<file path="config.mk">
export PLATFORM = sky130hd
export DESIGN_NAME = ex_operand_b_unit
export DESIGN_NICKNAME = d
export VERILOG_FILES = /design/src/rtl/ex_operand_b_unit.sv
export SDC_FILE = /design/constraint.sdc
export NUM_CORES = 1
export LEC_CHECK = 0
export ABC_CLOCK_PERIOD_IN_PS = 1880
export BUFFER_PORTS_ARGS = -buffer_cell sky130_fd_sc_hd__clkbuf_2
export CAP_MARGIN = 25
export CORE_ASPECT_RATIO = 2
export CORE_MARGIN = 2
export CORE_UTILIZATION = 44
export CTS_CLUSTER_DIAMETER = 80
export DETAILED_ROUTE_END_ITERATION = 10
export PLACE_DENSITY = 0.77
export SETUP_SLACK_MARGIN = 0.15
export SLEW_MARGIN = 10
export SYNTH_ARGS = -nofsm -noshare
export SYNTH_HDL_FRONTEND = slang
export SYNTH_SLANG_ARGS = --single-unit
</file>
<file path="constraint.sdc">
create_clock -name i_clk -period 1.88 [get_ports i_clk]
set_input_delay 0.376 -clock i_clk [delete_from_list [all_inputs] [get_ports i_clk]]
set_output_delay 0.376 -clock i_clk [all_outputs]
set_load 0.005 [all_outputs]
</file>
<file path="src/rtl/ex_operand_b_unit.sv">
// ex_operand_b_unit
// Execute-stage operand-B unit. It selects ALU operand B from the forwarded rt
// value or one of three immediate forms. It resolves MEM/WB forwarding for rt,
// with MEM taking priority. It flags load-use hazards and registers the results
// in a one-deep EMPTY/FULL stage.
//
// Optional feature: define EX_FWD_STATS_EN to add saturating counters of
// captures that used MEM (o_cnt_fwd_mem) or WB (o_cnt_fwd_wb) forwarding.
module ex_operand_b_unit #(
    parameter int NB_DATA = 32,
    parameter int NB_IMM  = 16,
    parameter int NB_REG  = 5,
    parameter int NB_SEL  = 2,
    parameter int NB_CNT  = 16
) (
    input  logic               i_clk,
    input  logic               i_rst_n,
    input  logic               i_valid,
    input  logic               i_stall,
    input  logic               i_flush,
    input  logic [NB_SEL-1:0]  i_sel_src,
    input  logic [NB_IMM-1:0]  i_imm,
    input  logic [NB_DATA-1:0] i_rf_data,
    input  logic [NB_REG-1:0]  i_rt_addr,
    input  logic               i_mem_wr_en,
    input  logic [NB_REG-1:0]  i_mem_rd_addr,
    input  logic [NB_DATA-1:0] i_mem_data,
    input  logic               i_mem_is_load,
    input  logic               i_wb_wr_en,
    input  logic [NB_REG-1:0]  i_wb_rd_addr,
    input  logic [NB_DATA-1:0] i_wb_data,
    output logic [NB_DATA-1:0] o_operand_b,
    output logic [NB_DATA-1:0] o_store_data,
    output logic               o_valid,
    output logic [1:0]         o_fwd_sel,
    output logic               o_load_use
`ifdef EX_FWD_STATS_EN
    ,
    output logic [NB_CNT-1:0]  o_cnt_fwd_mem,
    output logic [NB_CNT-1:0]  o_cnt_fwd_wb
`endif
);

    localparam int NB_EXT = NB_DATA - NB_IMM;

    typedef enum logic {
        ST_EMPTY = 1'b0,
        ST_FULL  = 1'b1
    } stage_t;

    typedef enum logic [1:0] {
        FWD_NONE = 2'b00,
        FWD_WB   = 2'b01,
        FWD_MEM  = 2'b10
    } fwd_src_t;

    stage_t             state_q;
    fwd_src_t           fwd_q;
    logic [NB_DATA-1:0] operand_b_q;
    logic [NB_DATA-1:0] store_data_q;

    logic               mem_hit;
    logic               wb_hit;
    logic [NB_DATA-1:0] fwd_rt;
    fwd_src_t           fwd_src;
    logic [NB_DATA-1:0] operand_b_d;
    logic               capture;

    // Forwarding match: register 0 is hard-wired zero and never forwarded
    always_comb begin
        mem_hit = i_mem_wr_en && (i_rt_addr != '0) && (i_mem_rd_addr == i_rt_addr);
        wb_hit  = i_wb_wr_en  && (i_rt_addr != '0) && (i_wb_rd_addr  == i_rt_addr);
    end

    // Resolve the rt value: the younger MEM result wins over WB
    always_comb begin
        fwd_rt  = i_rf_data;
        fwd_src = FWD_NONE;
        if (mem_hit) begin
            fwd_rt  = i_mem_data;
            fwd_src = FWD_MEM;
        end else if (wb_hit) begin
            fwd_rt  = i_wb_data;
            fwd_src = FWD_WB;
        end
    end

    // Operand-B source mux; selector values above 3 fall back to rt
    always_comb begin
        operand_b_d = fwd_rt;
        case (i_sel_src)
            NB_SEL'(1): operand_b_d = {{NB_EXT{i_imm[NB_IMM-1]}}, i_imm};
            NB_SEL'(2): operand_b_d = {{NB_EXT{1'b0}}, i_imm};
            NB_SEL'(3): operand_b_d = {i_imm, {NB_EXT{1'b0}}};
            default:    operand_b_d = fwd_rt;
        endcase
    end

    // Load-use hazard: the rt producer is a load still in MEM. Store data
    // always needs rt, so the selector does not mask the hazard.
    always_comb begin
        o_load_use = i_valid && i_mem_is_load && mem_hit;
    end

    assign capture = !i_flush && !i_stall && i_valid && !o_load_use;

    // Stage register: flush > stall > load-use bubble > capture
    always_ff @(posedge i_clk or negedge i_rst_n) begin
        if (!i_rst_n) begin
            state_q      <= ST_EMPTY;
            fwd_q        <= FWD_NONE;
            operand_b_q  <= '0;
            store_data_q <= '0;
        end else if (i_flush) begin
            state_q      <= ST_EMPTY;
            fwd_q        <= FWD_NONE;
            operand_b_q  <= '0;
            store_data_q <= '0;
        end else if (i_stall) begin
            state_q      <= state_q;
            fwd_q        <= fwd_q;
            operand_b_q  <= operand_b_q;
            store_data_q <= store_data_q;
        end else if (capture) begin
            state_q      <= ST_FULL;
            fwd_q        <= fwd_src;
            operand_b_q  <= operand_b_d;
            store_data_q <= fwd_rt;
        end else begin
            state_q      <= ST_EMPTY;
            fwd_q        <= FWD_NONE;
            operand_b_q  <= '0;
            store_data_q <= '0;
        end
    end

    assign o_valid      = (state_q == ST_FULL);
    assign o_fwd_sel    = fwd_q;
    assign o_operand_b  = operand_b_q;
    assign o_store_data = store_data_q;

`ifdef EX_FWD_STATS_EN
    logic [NB_CNT-1:0] cnt_mem_q;
    logic [NB_CNT-1:0] cnt_wb_q;

    // Saturating per-source counters, stepped only on a real capture
    always_ff @(posedge i_clk or negedge i_rst_n) begin
        if (!i_rst_n) begin
            cnt_mem_q <= '0;
            cnt_wb_q  <= '0;
        end else if (capture) begin
            if ((fwd_src == FWD_MEM) && (cnt_mem_q != '1)) begin
                cnt_mem_q <= cnt_mem_q + 1'b1;
            end
            if ((fwd_src == FWD_WB) && (cnt_wb_q != '1)) begin
                cnt_wb_q <= cnt_wb_q + 1'b1;
            end
        end
    end

    assign o_cnt_fwd_mem = cnt_mem_q;
    assign o_cnt_fwd_wb  = cnt_wb_q;
`endif

endmodule

</file>
==> results.md, run 1 <==
* Run status: complete, but fails checks
* Failing checks: negative hold slack
* Cell internal pwr at 0.00307 W
* IO Pins at 205
* Core box area at 9320 sq um
* CTS Buf Count at 9
* Synth Net Count at 606
* DIE WIDTH at 72.9 um
* Main flop type after synthesis: dfrtp_1
* DR WL/cell at 20.7 um
* Residual DRC count at 0
* Final nets at 818
* Dominant cells by area after synthesis: dfrtp_1 (40%), nand2_1 (8.6%), o31ai_1 (8.6%)
* Post-Syn Area at 4180 sq um
* Via count at 4923
* Worst-path clk slew at 0.06 ns
* Max Clock Freq at 0.579 GHz
* Reg2reg start: o_operand_b[29]
* Clock network power share at 44.9%
* Grt total ovfl at 0
* RSZ-0062 raised after global routing: yes
* Leak pwr at 2.85 nW
* Post-Synth Simple-Gate Area at 18.7%
* Clock sink count at 67
* Slew Viols, Final at 0
* Reg2reg setup slack at 0.71 ns
* Fin. Hold Viols at 1
* CP Launch Type: input pin
* Seq/Total Area, Yosys at 40.1%
* Hold Path Class: in2async
* H-tree levels at 3
* DR vias/cell at 6.23
* Most frequent cell after synthesis: nand2_1
* Placed Instances at 769
* Synth async-reset ratio at 100%
* Syn. warnings at 0
* Worst reg-to-reg path cell count at 4
* Yosys top cell area share at 40.1%
* Crit path capture type: output pin
* FF+latch count, synth at 67
* Drt first pass iters at 5
* Detail Route Antenna Nets at 0
* Starting density of the core at 44.9%
* Final period util at 91.9%
* CP arrival at 1.35 ns
* Max-Cap Viols at 0
* Final setup vio count at 0
* Layout area overhead at 43.5%
* Least-Margin Pin Slew at 0.668 ns
* Clock latency on the worst-skew pair at 0.33 ns
* Post-synthesis cell count at 469
* Row cnt at 50
* CTS tree: yes
* Final WL at 16400 um
* VDD IR-drop max at 569 uV
* Worst slack, placed at -0.250 ns
* Die area at 10300 sq um
* Final Cell Area at 6000 sq um
* Critical path data required time at 1.50 ns
* Largest net degree at the start of global routing at 39
* Combinational power share at 18.2%
* Hpwl dp at 12500 um
* Switching power at 0.00111 W
* Fin worst setup slack at 0.153 ns
* Synth Area in XOR/XNOR at 1.68%
* Syn_area_per_cell at 8.92 sq um
* Worst hold slack at -0.000915 ns
* Antenna diode count at 0
* Compound-Gate Fraction of Synth Area at 33.7%
* First-pass GRT wire length at 24500 um
* Worst setup path class: in2out
* Port Buffer Count at 204
* Power per cell area at 697 nW/um^2
* Die height at 142 um
* Clock Path Buffers at 2
* Root buf cell: clkbuf_16
* Worst Path Max Fanout at 4
* GPL Wtd Cong at 0.973
* Initial antenna violation count at 0
* DP Area at 5520 sq um
* Number of flops mapped to enable cells by yosys at 0
* Synth Area in Adders at 0%
* Largest family of logic cells by synthesized area: compound AO/OA/AOI/OAI gates
* Slew margin rel. at 55.5%
* Mux contribution to synthesized area at 0%
* Final core occ at 64.4%
* Overall Global Routing Usage at 30.9%
* R2R Path End: o_operand_b[29]
* Net Sw Frac at 26.6%
* Top cells by count, synth: nand2_1 (96), dfrtp_1 (67), o31ai_1 (48), nor2_1 (35), a21boi_0 (33)
* Synth unique cells at 40
* Initial DRC Count at 402
* Hold-fix buffers, CTS at 0
* Layout cells sized above 1 at 43.4%
* Vias in the first global route at 4819
* Sequential share of power at 36.8%
* Final clock skew at 0 ns
* Fin cells at 790
* Min cycle time layout at 1.73 ns
* Post-synth top area cell: dfrtp_1
-- cells by family (layout without fill, tap and decap cells) --
logic type | Yosys count | after routing
compound gates | 167 | 167
xor+xnor | 8 | 8
buf+inv | 48 | 265
flops | 67 | 67
simple gates | 179 | 179
-- flip-flops by register name, summed over array words and instances (netlist names) --
name	count
o_fwd_sel	2
o_store_data	32
o_valid	1
o_operand_b	32
-- worst max-delay path: stages --
cell and delay [ns]:
clkbuf_2 0.13, nor2b_1 0.16, nor3_1 0.23, nand4_1 0.16, nor2_1 0.15, buf_2 0.14
-- routing by layer --
layer | part of all wire, % | track usage, % | wire length [um] | vias to the layer above
met5 | 0 | 0 | 0 | -
met4 | 5.3 | 17.6 | 875 | 0
met3 | 6.3 | 5.75 | 1030 | 74
met2 | 53 | 54.3 | 8690 | 294
met1 | 35 | 33.7 | 5780 | 2362
li1 | - | - | - | 2193
-- worst max path at each step --
stage,end,slack [ns],cells after the start,startpoint
after floorplan,o_operand_b[18],0.17,6,i_rt_addr[4]
after global placement,o_operand_b[21],-0.13,7,i_rt_addr[4]
after detailed placement,o_operand_b[19],-0.25,7,i_rt_addr[1]
after CTS,o_operand_b[22],0.15,7,i_rt_addr[4]
after global routing,o_load_use,0.06,6,i_rt_addr[4]
final,o_load_use,0.15,6,i_rt_addr[4]
-- power by group through the flow --
stage	registers [W]	clock network (W)	logic, W
3_3_place_gp	0.00156	0	0.000698
5_1_grt	0.00155	0.00194	0.000820
3_5_place_dp	0.00156	0	0.000711
4_1_cts	0.00154	0.00188	0.000717
6_report	0.00154	0.00188	0.000763
2_1_floorplan	0.00156	0	0.000301
-- repair_timing --
action / in CTS / in global routing
endpoints found under the setup margin: 6 / 47
gates resized for setup: 1 / 37
gates cloned: 0 / 0
buffers inserted: 3 / 2
pin swaps: 2 / 7
-- cells in the final DEF, fill, tap and decap left out, types with 15 or more instances in the layout --
cell type,Yosys,layout
nand2_1,96,95
clkbuf_2,0,200
buf_4,2,32
o31ai_1,48,44
dfrtp_1,67,67
nor3_1,29,29
a21boi_0,33,28
a32oi_1,31,31
a211oi_1,17,15
nor2_1,35,35
-- through the flow --
stage / total power (W) / setup TNS [ns]
finish: 0.00418 / 0
CTS: 0.00414 / 0
floorplan: 0.00186 / 0
detailed placement: 0.00228 / -7.77
global placement: 0.00226 / -3.48
global route: 0.00431 / 0
-- layout make-up --
cell class	instances	area [sq um]
fill	779	3320
multi-input combinational	354	2390
sequential	67	1680
timing repair buffer	246	1460
tap	104	130
clock buffer	12	256
clock inverter	4	72.6
inverter	3	11.3
Note: power is estimated with default switching activity, not from simulation.
==> run 2: changes to the inputs <==
- BUFFER_PORTS_ARGS: -buffer_cell sky130_fd_sc_hd__clkbuf_2 -> not set
- CAP_MARGIN: 25 -> 10
- DONT_BUFFER_PORTS: not set -> 1
- PLACE_DENSITY: 0.77 -> 0.59
==> run 2 against run 1 <==
The flow still finishes with violations (negative hold slack); via count is 22% lower; sequential power is essentially flat; clock power hardly changed; setup slack gained 0.099 ns; routed wire length decreased by 13%; cell count decreased by 28%; worst hold slack lost 0.26 ns; total power down 8.8%; highest routed layer unchanged.
==> results.md, run 2 (synthesized netlist as in run 1, its figures left out) <==
* Run status: complete, but fails checks
* Failing checks: negative hold slack
* Worst Path Max Fanout at 34 (+30)
* DR vias/cell at 6.79 (+8.9%)
* CP Launch Type: input pin
* Power per cell area at 811 nW/um^2 (+16%)
* GPL Wtd Cong at 0.821 (-16%)
* Via count at 3861 (-22%)
* Combinational power share at 10.8% (-7.4 points)
* Max Clock Freq at 0.614 GHz (+6.1%)
* Min cycle time layout at 1.63 ns (-0.0995 ns)
* Die area at 10300 sq um (unchanged)
* Overall Global Routing Usage at 27.8% (-3.1 points)
* Net Sw Frac at 25.6% (-1.0 points)
* Final Cell Area at 4700 sq um (-22%)
* Die height at 142 um (unchanged)
* Fin. Hold Viols at 67 (+66)
* CTS Buf Count at 9 (unchanged)
* R2R Path End: o_operand_b[17]
* Worst hold slack at -0.262 ns (-0.261 ns)
* CTS tree: yes
* CP arrival at 1.86 ns (+0.51 ns)
* Largest net degree at the start of global routing at 68 (+74%)
* Initial antenna violation count at 1 (+1)
* Switching power at 0.000976 W (-12%)
* Reg2reg setup slack at 0.69 ns (-0.02 ns)
* Initial DRC Count at 189 (-53%)
* Commonest non-fill, non-tap cell in the layout: nand2_1
* Hold Path Class: in2async
* VDD IR-drop max at 728 uV (+28%)
* Worst setup path class: in2reg
* Leak pwr at 1.83 nW (-36%)
* Clock Path Buffers at 2 (unchanged)
* Clock sink count at 67 (unchanged)
* DR WL/cell at 25.0 um (+21%)
* Final setup vio count at 0 (unchanged)
* Slew Viols, Final at 0 (unchanged)
* Seq. cell area at 1680 sq um (unchanged)
* Starting density of the core at 44.9% (unchanged)
* Port Buffer Count at 0 (-100%)
* IO Pins at 205 (unchanged)
* Final nets at 596 (-27%)
* DIE WIDTH at 72.9 um (unchanged)
* Critical path capture point: o_store_data[7]
* Final WL at 14200 um (-13%)
* Cells along the critical path: xnor2_1 > and4_1 > and2_4 > buf_12 > a211oi_2 > o31ai_1
* Residual DRC count at 0 (unchanged)
* Row cnt at 50 (unchanged)
* Least-Margin Pin Slew at 0.648 ns (-0.0199 ns)
* Layout area overhead at 12.4%
* Worst slack, placed at -0.110 ns (+0.140 ns)
* Clock network power share at 48.4% (+3.5 points)
* DP Area at 4360 sq um (-21%)
* Slowest CP cell: and2_4
* Hpwl dp at 10700 um (-15%)
* RSZ-0062 raised after global routing: yes
* Drt first pass iters at 5 (unchanged)
* Root buf cell: clkbuf_16
* Grt total ovfl at 0 (unchanged)
* Worst-path clk slew at 0.06 ns (about the same)
* Final clock skew at 0 ns (unchanged)
* Critical path data required time at 2.11 ns (+0.61 ns)
* Sequential share of power at 40.8% (+4.0 points)
* Vias in the first global route at 4065 (-16%)
* Reg2reg start: o_operand_b[17]
* Core box area at 9320 sq um (unchanged)
* Commonest cells after routing, fill and taps aside: nand2_1 (96), dfrtp_1 (67), o31ai_1 (48), nor2_1 (34), a21boi_0 (33)
* Worst path max stage delay at 0.42 ns (+0.19 ns)
* Worst reg-to-reg path cell count at 4 (unchanged)
* Fin worst setup slack at 0.252 ns (+0.0995 ns)
* Layout cells sized above 1 at 14.2% (-29 points)
* Critical Path Start: i_rt_addr[3]
* Slew margin rel. at 56.8% (+1.3 points)
* Detail Route Antenna Nets at 0 (unchanged)
* Final period util at 86.6% (-5.3 points)
* Final-layout fill cell count at 889 (+14%)
* Max-Cap Viols at 0 (unchanged)
* H-tree levels at 3 (unchanged)
* Crit path capture type: flip-flop
* Cell internal pwr at 0.00284 W (-7.6%)
* Area of the multi-input gates at 2300 sq um (-3.9%)
* Clock latency on the worst-skew pair at 0.33 ns (about the same)
* First-pass GRT wire length at 21900 um (-11%)
-- run 2: cell type report --
type                    instances  area share (%)
repair buffers                 24            5.43
multi-input cells             354            48.9
inverters                       3           0.240
diodes                          1          0.0532
clock buffers                   9            4.79
well taps                     104            2.77
flip-flops and latches         67            35.7
clock inverters                 7            2.13
-- run 2: timing repair --
item,4_1_cts,5_1_grt
endpoints found under the hold margin,67,67
setup endpoints to repair,0,8
buffers inserted,0,1
gates resized for setup,0,1
-- run 2: routing by layer --
layer  GRT usage, %  up-vias  part of all wire (%)
met5              0        -                     0
met4           10.3        0                   2.6
li1               -     1759                     -
met2           51.1      159                    56
met3           7.32       26                   6.8
met1           29.4     1917                    35
-- run 2: worst max-delay path: cells and delay by family --
kind | cells | cell delay, ns
xor gates and xnor gates | 1 | 0.18
and+or+nand+nor | 2 | 0.70
AOI/OAI and AO/OA | 2 | 0.35
buffers and inverters | 1 | 0.22
-- run 2: power by group through the flow --
stage | combinational (W) | sequential, W | clock [W]
after floorplan | 0.000301 | 0.00156 | 0
after global placement | 0.000404 | 0.00158 | 0
after detailed placement | 0.000411 | 0.00158 | 0
after CTS | 0.000413 | 0.00156 | 0.00187
after global routing | 0.000457 | 0.00156 | 0.00194
final | 0.000412 | 0.00155 | 0.00185
-- run 2: worst min-delay path by stage --
stage,start,end,depth (start not counted)
3_5_place_dp,i_rst_n,o_store_data[19],0
5_1_grt,i_rst_n,o_store_data[18],0
2_1_floorplan,i_rst_n,o_fwd_sel[0],0
3_3_place_gp,i_rst_n,o_store_data[19],0
6_report,i_rst_n,o_store_data[19],0
4_1_cts,i_rst_n,o_store_data[17],0
-- run 2: through the flow --
stage          power, W  TNS [ns]  instances  hold slack [ns]  util (%)
3_5_place_dp    0.00199     -1.64        551           0.0829      46.8
3_3_place_gp    0.00198    -0.752        551           0.0821      46.8
5_1_grt         0.00395         0        569           -0.281      50.4
4_1_cts         0.00383         0        567           -0.272      50.3
2_1_floorplan   0.00186         0        469           0.0804         -
6_report        0.00381         0        569           -0.262      50.4
==> run 3: changes to the inputs <==
- CORE_UTILIZATION: 44 -> 35
- PLACE_DENSITY: 0.59 -> 0.49
==> run 3 against run 2 <==
The run still ends with negative hold slack left; via count up 1.5%; sequential share of layout area down 1.0 points; sequential power about the same; register-to-register slack about the same; count of clock-buffer cells in the layout up 4; global-route usage down 3.3 points; cell count up 8.3%; sequential cell count unchanged; clock power down 9%; critical path depth down 1; design area up 3.0%; worst hold slack better by 0.00068 ns; critical endpoint is now o_load_use; highest routed layer unchanged.
==> results.md, run 3 (synthesized netlist as in run 1, its figures left out) <==
* Run status: complete, but fails checks
* Failing checks: negative hold slack
* Sequential share of power at 42.3% (+1.5 points)
* CP top delay family: simple AND/OR/NAND/NOR gates
* DR vias/cell at 6.36 (-6.2%)
* H-tree levels at 3 (unchanged)
* Hold Path Class: in2async
* Reg2reg start: o_operand_b[20]
* Slew margin rel. at 58.5% (+1.7 points)
* Design Power at 0.00368 W (-3.4%)
* Final Cell Area at 4840 sq um (+3.0%)
* Initial antenna violation count at 1 (unchanged)
* Via count at 3919 (+1.5%)
* VDD IR-drop max at 436 uV (-40%)
* Starting density of the core at 35.7% (-9.1 points)
* IO Pins at 205 (unchanged)
* CTS Buf Count at 9 (unchanged)
* Switching power at 0.000914 W (-6.3%)
* Die area at 12900 sq um (+25%)
* Critical path data required time at 1.50 ns (-0.61 ns)
* Die height at 159 um (+12%)
* Power per cell area at 761 nW/um^2 (-6.2%)
* Worst path max stage delay at 0.23 ns (-0.19 ns)
* Grt total ovfl at 0 (unchanged)
* Drt first pass iters at 5 (unchanged)
* Worst Path Max Fanout at 2 (-94%)
* Combinational power share at 11.8% (+1.0 points)
* Final clock skew at 0 ns (unchanged)
* DIE WIDTH at 81.3 um (+11%)
* Initial DRC Count at 228 (+21%)
* Overall Global Routing Usage at 24.6% (-3.3 points)
* Seq. cell area at 1680 sq um (unchanged)
* Final nets at 603 (+1.2%)
* DR WL/cell at 25.5 um (+2.3%)
* First-pass GRT wire length at 23300 um (+6.6%)
* Clock network power share at 45.9% (-2.5 points)
* Area of the multi-input gates at 2310 sq um (+0.38%)
* Row cnt at 56 (+12%)
* Leak pwr at 1.90 nW (+3.5%)
* CP Launch Type: input pin
* Vias in the first global route at 4092 (+0.66%)
* Crit path capture type: output pin
* Layout cells sized above 1 at 15.3% (+1.1 points)
* Slowest CP cell: nor3_2
* Worst setup path class: in2out
* Slew Viols, Final at 0 (unchanged)
* Commonest non-fill, non-tap cell in the layout: nand2_1
* Final period util at 88.0% (+1.4 points)
* DP Area at 4470 sq um (+2.4%)
* Setup tns final at 0 ns (unchanged)
* Least-Margin Pin Slew at 0.623 ns (-0.0248 ns)
* GPL Wtd Cong at 0.869 (+5.8%)
* Net Sw Frac at 24.8% (-0.77 points)
* Final WL at 15700 um (+11%)
* Max-Cap Viols at 0 (unchanged)
* Cell internal pwr at 0.00277 W (-2.4%)
* Worst-path clk slew at 0.06 ns (about the same)
* Largest net degree at the start of global routing at 68 (unchanged)
* Clock latency on the worst-skew pair at 0.33 ns (about the same)
* Cells along the critical path: nor2b_1 > nor3_2 > nand4_1 > buf_12 > nor2_1
* WP buf/inv at 1 (unchanged)
* CP arrival at 1.28 ns (-0.58 ns)
* Commonest cells after routing, fill and taps aside: nand2_1 (95), dfrtp_1 (67), o31ai_1 (48), nor2_1 (34), a21boi_0 (33)
* CTS tree: yes
* Hpwl dp at 11800 um (+10%)
* Clock Path Buffers at 2 (unchanged)
* RSZ-0062 raised after global routing: yes
* Final core occ at 41.4% (-9.1 points)
* Worst hold slack at -0.262 ns (+0.000676 ns)
* Port Buffer Count at 0 (unchanged)
* Max Clock Freq at 0.605 GHz (-1.6%)
* Detail Route Antenna Nets at 0 (unchanged)
* Layout area overhead at 15.7%
* Residual DRC count at 0 (unchanged)
* Clock sink count at 67 (unchanged)
* Critical Path Start: i_mem_rd_addr[3]
* Final setup vio count at 0 (unchanged)
* Fin. Hold Viols at 67 (unchanged)
* Root buf cell: clkbuf_16
* Core box area at 11700 sq um (+26%)
* Min cycle time layout at 1.65 ns (+0.0262 ns)
* Final-layout fill cell count at 1174 (+32%)
## run 3: cell types whose count changed in the layout (fill, tap and decap cells not counted), sizes merged, moves of 2 or more
cell,delta
inv,-2
clkbuf,+4
clkinvlp,-3
buf,+6
## run 3: worst paths after layout
path	cells after the start	slack, ns	to
hold / removal	0	-0.26	o_store_data[19]
setup reg to reg	4	0.70	o_operand_b[20]
min in group i_clk	2	0.21	o_operand_b[10]
setup / recovery	5	0.23	o_load_use
hold reg to reg	2	0.51	o_store_data[28]
max in group asynchronous	0	2.03	o_operand_b[5]
## run 3: what timing repair did
item,in CTS,in global routing
cloned,1,0
setup buffers,2,1
resized for setup,1,5
hold endpoints to repair,67,67
pin swaps,1,2
endpoints found under the setup margin,1,13
## run 3: power by group through the flow
stage / clock network (W) / registers, W / logic, W
2_1_floorplan: 0 / 0.00156 / 0.000301
3_5_place_dp: 0 / 0.00158 / 0.000422
4_1_cts: 0.00173 / 0.00156 / 0.000431
3_3_place_gp: 0 / 0.00158 / 0.000415
5_1_grt: 0.00178 / 0.00157 / 0.000476
6_report: 0.00169 / 0.00156 / 0.000434
## run 3: metrics by stage
stage | worst slack, ns | cells
2_1_floorplan | 0.171 | 469
3_3_place_gp | -0.0859 | 596
3_5_place_dp | -0.0789 | 596
4_1_cts | 0.169 | 614
5_1_grt | 0.132 | 616
6_report | 0.226 | 616
## run 3: area by class of cell
cell class / count / share of cell area [%]
Multi-Input combinational cell: 354 / 47.7
Tap cell: 145 / 3.75
Clock buffer: 13 / 5.38
Sequential cell: 67 / 34.6
Inverter: 3 / 0.233
Timing Repair Buffer: 31 / 7.55
Antenna cell: 1 / 0.0517
Clock inverter: 2 / 0.724
## run 3: worst reg2reg max path, cell delays in order (launching register included)
cell	delay [ns]
dfrtp_1	0.43
nand2_1	0.08
nand2_1	0.06
a2111oi_0	0.38
nor3_1	0.10
## run 3: routing by layer
layer | wire (um) | global-route usage [%] | vias to the layer above
met5 | 0 | 0 | -
li1 | - | - | 1770
met2 | 8840 | 45.0 | 203
met3 | 1460 | 7.88 | 27
met4 | 322 | 10.1 | 0
met1 | 5110 | 24.8 | 1919
